==> config.mk <==
export PLATFORM = sky130hd
export DESIGN_NAME = muldiv_unit
export DESIGN_NICKNAME = d
export VERILOG_FILES = /design/src/rtl/muldiv_unit.sv
export SDC_FILE = /design/constraint.sdc
export NUM_CORES = 2
export LEC_CHECK = 0
export CAP_MARGIN = 20
export CORE_MARGIN = 2
export CORE_UTILIZATION = 33
export DETAILED_ROUTE_END_ITERATION = 8
export HOLD_SLACK_MARGIN = 0.08
export PLACE_DENSITY = 0.55
export SYNTH_ARGS = -nofsm -noshare
export SYNTH_HDL_FRONTEND = slang
export SYNTH_SLANG_ARGS = --single-unit
==> constraint.sdc <==
create_clock -name clk -period 12.42 [get_ports clk]
set_input_delay 1.863 -clock clk [delete_from_list [all_inputs] [get_ports clk]]
set_output_delay 1.863 -clock clk [all_outputs]
set_load 0.005 [all_outputs]
==> src/rtl/muldiv_unit.sv <==
// ============================================================================
// Module   : muldiv_unit
// Purpose  : Multi-cycle HI/LO multiply/divide unit; optional restoring
//            divider compiled in with `define MULDIV_DIV_EN.
// Revision : 1.0  initial release
// ============================================================================
`default_nettype none

module Mul (
   input  logic [31:0] a,
   input  logic [31:0] b,
   output logic [63:0] p
);
   logic [63:0] w_ax;
   logic [63:0] w_bx;

   assign w_ax = {{32{a[31]}}, a};
   assign w_bx = {{32{b[31]}}, b};
   assign p    = w_ax * w_bx;
endmodule

module muldiv_unit (
   input  logic        clk,
   input  logic        rst_n,
   input  logic        start,
   input  logic [1:0]  op,
   input  logic [31:0] a,
   input  logic [31:0] b,
   input  logic        mthi,
   input  logic        mtlo,
   input  logic [31:0] wdata,
   output logic        busy,
   output logic        done,
   output logic [31:0] hi,
   output logic [31:0] lo
);
   localparam logic [1:0] S_IDLE = 2'd0;
   localparam logic [1:0] S_MUL  = 2'd1;
`ifdef MULDIV_DIV_EN
   localparam logic [1:0] S_DIV  = 2'd2;
   localparam logic [1:0] S_FIX  = 2'd3;
`endif

   logic [1:0]  r_state;
   logic [31:0] r_a;
   logic [31:0] r_b;
   logic [1:0]  r_op;
   logic [63:0] w_sprod;
   logic [63:0] w_prod;

   Mul u_mul (.a(r_a), .b(r_b), .p(w_sprod));

   // Unsigned product from the signed one: add back the weight of each MSB.
   always_comb begin
      w_prod = w_sprod;
      if (r_op[0]) begin
         if (r_a[31]) w_prod = w_prod + {r_b, 32'b0};
         if (r_b[31]) w_prod = w_prod + {r_a, 32'b0};
      end
   end

`ifdef MULDIV_DIV_EN
   logic [4:0]  r_count;
   logic [31:0] r_rem;
   logic [31:0] r_quot;
   logic [31:0] r_dvsr;
   logic [31:0] w_amag;
   logic [31:0] w_bmag;
   logic [32:0] w_shift;
   logic [32:0] w_diff;
   logic        w_sa;
   logic        w_sb;
   logic [31:0] w_q_fix;
   logic [31:0] w_r_fix;

   // 0x80000000 maps to itself, which read unsigned is the magnitude 2^31.
   assign w_amag  = (!op[0] && a[31]) ? (~a + 32'd1) : a;
   assign w_bmag  = (!op[0] && b[31]) ? (~b + 32'd1) : b;
   assign w_shift = {r_rem, r_quot[31]};
   assign w_diff  = w_shift - {1'b0, r_dvsr};
   assign w_sa    = !r_op[0] && r_a[31];
   assign w_sb    = !r_op[0] && r_b[31];
   assign w_q_fix = (w_sa ^ w_sb) ? (~r_quot + 32'd1) : r_quot;
   assign w_r_fix = w_sa ? (~r_rem + 32'd1) : r_rem;
`endif

   assign busy = (r_state != S_IDLE);

   always_ff @(posedge clk or negedge rst_n) begin
      if (!rst_n) begin
         r_state <= S_IDLE;
         r_a     <= 32'd0;
         r_b     <= 32'd0;
         r_op    <= 2'd0;
         hi      <= 32'd0;
         lo      <= 32'd0;
         done    <= 1'b0;
`ifdef MULDIV_DIV_EN
         r_count <= 5'd0;
         r_rem   <= 32'd0;
         r_quot  <= 32'd0;
         r_dvsr  <= 32'd0;
`endif
      end else begin
         done <= 1'b0;
         case (r_state)
            S_IDLE: begin
               if (mthi) hi <= wdata;
               if (mtlo) lo <= wdata;
               if (start) begin
                  r_a     <= a;
                  r_b     <= b;
                  r_op    <= op;
                  r_state <= S_MUL;
`ifdef MULDIV_DIV_EN
                  if (op[1]) begin
                     r_state <= S_DIV;
                     r_count <= 5'd0;
                     r_rem   <= 32'd0;
                     r_quot  <= w_amag;
                     r_dvsr  <= w_bmag;
                  end
`endif
               end
            end
            S_MUL: begin
               // A divide op lands here only when the divider is absent.
               if (!r_op[1]) begin
                  hi <= w_prod[63:32];
                  lo <= w_prod[31:0];
               end
               done    <= 1'b1;
               r_state <= S_IDLE;
            end
`ifdef MULDIV_DIV_EN
            S_DIV: begin
               if (!w_diff[32]) begin
                  r_rem  <= w_diff[31:0];
                  r_quot <= {r_quot[30:0], 1'b1};
               end else begin
                  r_rem  <= w_shift[31:0];
                  r_quot <= {r_quot[30:0], 1'b0};
               end
               r_count <= r_count + 5'd1;
               if (r_count == 5'd31) r_state <= S_FIX;
            end
            S_FIX: begin
               if (r_b == 32'd0) begin
                  hi <= r_a;
                  lo <= 32'hFFFF_FFFF;
               end else begin
                  hi <= w_r_fix;
                  lo <= w_q_fix;
               end
               done    <= 1'b1;
               r_state <= S_IDLE;
            end
`endif
            default: r_state <= S_IDLE;
         endcase
      end
   end
endmodule

`default_nettype wire
==> summary.txt <==
Run status
  • Status: complete, no violations

Synth
  • Top cells by area, synth: fa_1 (48%), inv_1 (8.2%), dfrtp_1 (7.3%)
  • Post-synthesis sequential area ratio: 7.27%
  • Cell Area, Synth: 45400 sq um
  • Async set or reset register ratio after synthesis: 100%
  • Synth Flop Type: dfrtp_1
  • Number of enable flip-flop cells after synthesis: 0
  • Count leader, synth: fa_1
  • Synth warnings: 0
  • Distinct cells, synth: 77
  • Cells after Synth: 4868
  • Top cells by count, synth: fa_1 (1084), inv_1 (996), nand2_1 (601)
  • Avg Inst Size Synth: 9.33 sq um
  • Count of state elements after synthesis: 132
  • Yosys top cell by area: fa_1
  • Syn Nets: 6307
  • Top cell type's share of synthesized area: 47.8%

Critical path
  • Crit end category: flop
  • Worst reg2reg path startpoint: r_a[12]
  • CP Max Fanout: 14
  • Worst Setup Start Kind: flop
  • Data required, critical path: 12.75 ns
  • CP max stage cell: dfrtp_4
  • CP Capture Point: hi[31]
  • Crit path largest cell delay: 0.58 ns
  • R2r setup slk: 0.46 ns
  • WS Path Type: flop to flop
  • Worst path arrival time: 12.29 ns
  • R2R cell count: 43
  • Top cell by count, worst path: fa_1
  • Worst setup path startpoint: r_a[12]
  • R2r endpoint: hi[31]

Die
  • Initial core utilization: 33.1%
  • Die Y: 375 um
  • Die ar.: 141000 sq um
  • CORE AREA: 137000 sq um
  • Die width: 375 um
  • I/O pin count: 169
  • Core Rows: 136

Global routing
  • Vias in the first global route: 36500
  • Largest net degree at the start of global routing: 70
  • Overall routing resource usage: 20.4%
  • First-pass GRT wire length: 219 mm
  • Initial antenna violation count: 10
  • Grt ovf: 0

Placement
  • PortBufs: 168
  • Final Wtd Congestion: 0.965
  • Hpwl dp: 116 mm

Job
  • Maxcap violations: 0

Route
  • Pre-Repair DR Iteration Count: 6
  • Routed wire length per instance: 20.4 um
  • Post-route antenna net violation count: 0
  • DRT iter0 DRCs: 2273
  • DRC viols: 0
  • WL final: 139 mm
  • DR vias/cell: 4.94
  • Vias after detailed routing: 33700

STA
  • Tcrit/Tclk final: 96.3%
  • Tightest Pin Transition: 1.16 ns
  • Tmin final: 11.96 ns
  • Final Slew Violations: 0
  • Peak Freq: 83.6 MHz
  • Final Hold Viols: 0
  • Endpoints failing setup: 0
  • Worst hold slack: 0.477 ns
  • Worst Skew: 0.0249 ns
  • Rel. slew slack: 22.9%
  • Setup TNS: 0 ns

Clocking
  • CTS Sinks: 132
  • Clk pin slew, worst setup/hold paths: 0.06 ns
  • Inserted Clock Buffers: 17
  • Number of H-tree levels: 4
  • TritonCTS clock tree: built
  • CTS Root Cell: clkbuf_16
  • Worst-Skew Late Latency: 0.50 ns
  • Clk buf depth: 2
  • Post-CTS Hold Fix Bufs: 0

Cells and area
  • Post-layout nets: 6451
  • Area grow syn2layout: 12.1%
  • Layout cells sized above 1: 7.64%
  • Filler cell count: 14100

Min path
  • Hold Path Class: flop to flop
-- cell type report --
class                   count  area (sq um)  area share [%]
diodes                      9          22.5          0.0442
clock buffers              18           439           0.862
clock inverters            14           223           0.437
inverters                 998          3750            7.36
multi-input cells        3490         37500            73.7
flip-flops and latches    132          3350            6.59
well taps                1794          2240            4.41
repair buffers            373          3370            6.63
-- flip-flops by register name, summed over array words and instances (netlist names) --
| signal | flops |
|---|---|
| done | 1 |
| hi | 32 |
| lo | 32 |
| r_a | 32 |
| r_b | 32 |
| r_op | 2 |
| r_state | 1 |
-- kinds of logic (layout without fill, tap and decap cells) --
kind of cell	after synthesis	after routing	share of synthesized area, %
mux	108	108	2.61
other cells	0	9	0
fa+ha+maj	1336	1336	54.7
xor+xnor	121	121	2.37
compound gates	516	516	7.43
simple gates	1409	1409	15.3
buf+inv	1246	1403	10.3
flops	132	132	7.27
-- critical path, delay by kind of cell, from the launching register on --
kind	cells	cell delay (ns)
AO/OA/AOI/OAI	12	2.76
XOR/XNOR	3	0.51
adder cells (fa/ha/maj)	11	5.04
buffers and inverters	8	0.92
flip-flops	1	0.58
multiplexers	2	0.57
AND/OR/NAND/NOR	7	1.39
-- through the flow --
stage	setup slack [ns]	utilization, %	cell area (sq um)	cells
2_1_floorplan	0.608	-	45400	4868
3_3_place_gp	0.202	36.5	50100	6783
3_5_place_dp	0.130	36.5	50100	6783
4_1_cts	0.0618	37.0	50700	6815
5_1_grt	-0.0148	37.1	50900	6826
6_report	0.460	37.1	50900	6828
-- layer usage --
| metal | GRT usage [%] | vias to the layer above | share of wire, % |
|---|---|---|---|
| met2 | 35.2 | 751 | 51 |
| met5 | 0 | - | 0 |
| met4 | 6.34 | 0 | 2.8 |
| met1 | 26.9 | 17900 | 43 |
| met3 | 1.97 | 155 | 3.6 |
| li1 | - | 15000 | - |
-- worst min path at each step --
| stage | from | cells after the start | slack (ns) | endpoint |
|---|---|---|---|---|
| after floorplan | r_state[0] | 0 | 0.43 | done |
| after global placement | hi[1] | 2 | 0.46 | hi[1] |
| after detailed placement | hi[1] | 2 | 0.46 | hi[1] |
| after CTS | hi[1] | 2 | 0.48 | hi[1] |
| after global routing | lo[5] | 2 | 0.51 | lo[5] |
| final | hi[1] | 2 | 0.48 | hi[1] |
-- layout by cell type (no fill, tap or decap), types with 37 or more instances in the layout --
master	n
o21ai_0	114
inv_1	996
xnor2_1	82
a21oi_1	147
buf_4	190
nand2_1	601
a21o_1	60
and2_1	527
xor2_1	37
dfrtp_1	99
ha_1	252
mux2_2	83
nor2_1	121
fa_1	1084
clkdlybuf4s50_1	167
nand3_1	37
-- timing repair --
action	in CTS	in global routing
setup buffers	0	2
endpoints found under the setup margin	0	13
gates resized for setup	0	49
Power is left out: the tool's default activity adds up to more than one toggle a clock period on the data nets, which glitch-free logic cannot reach.
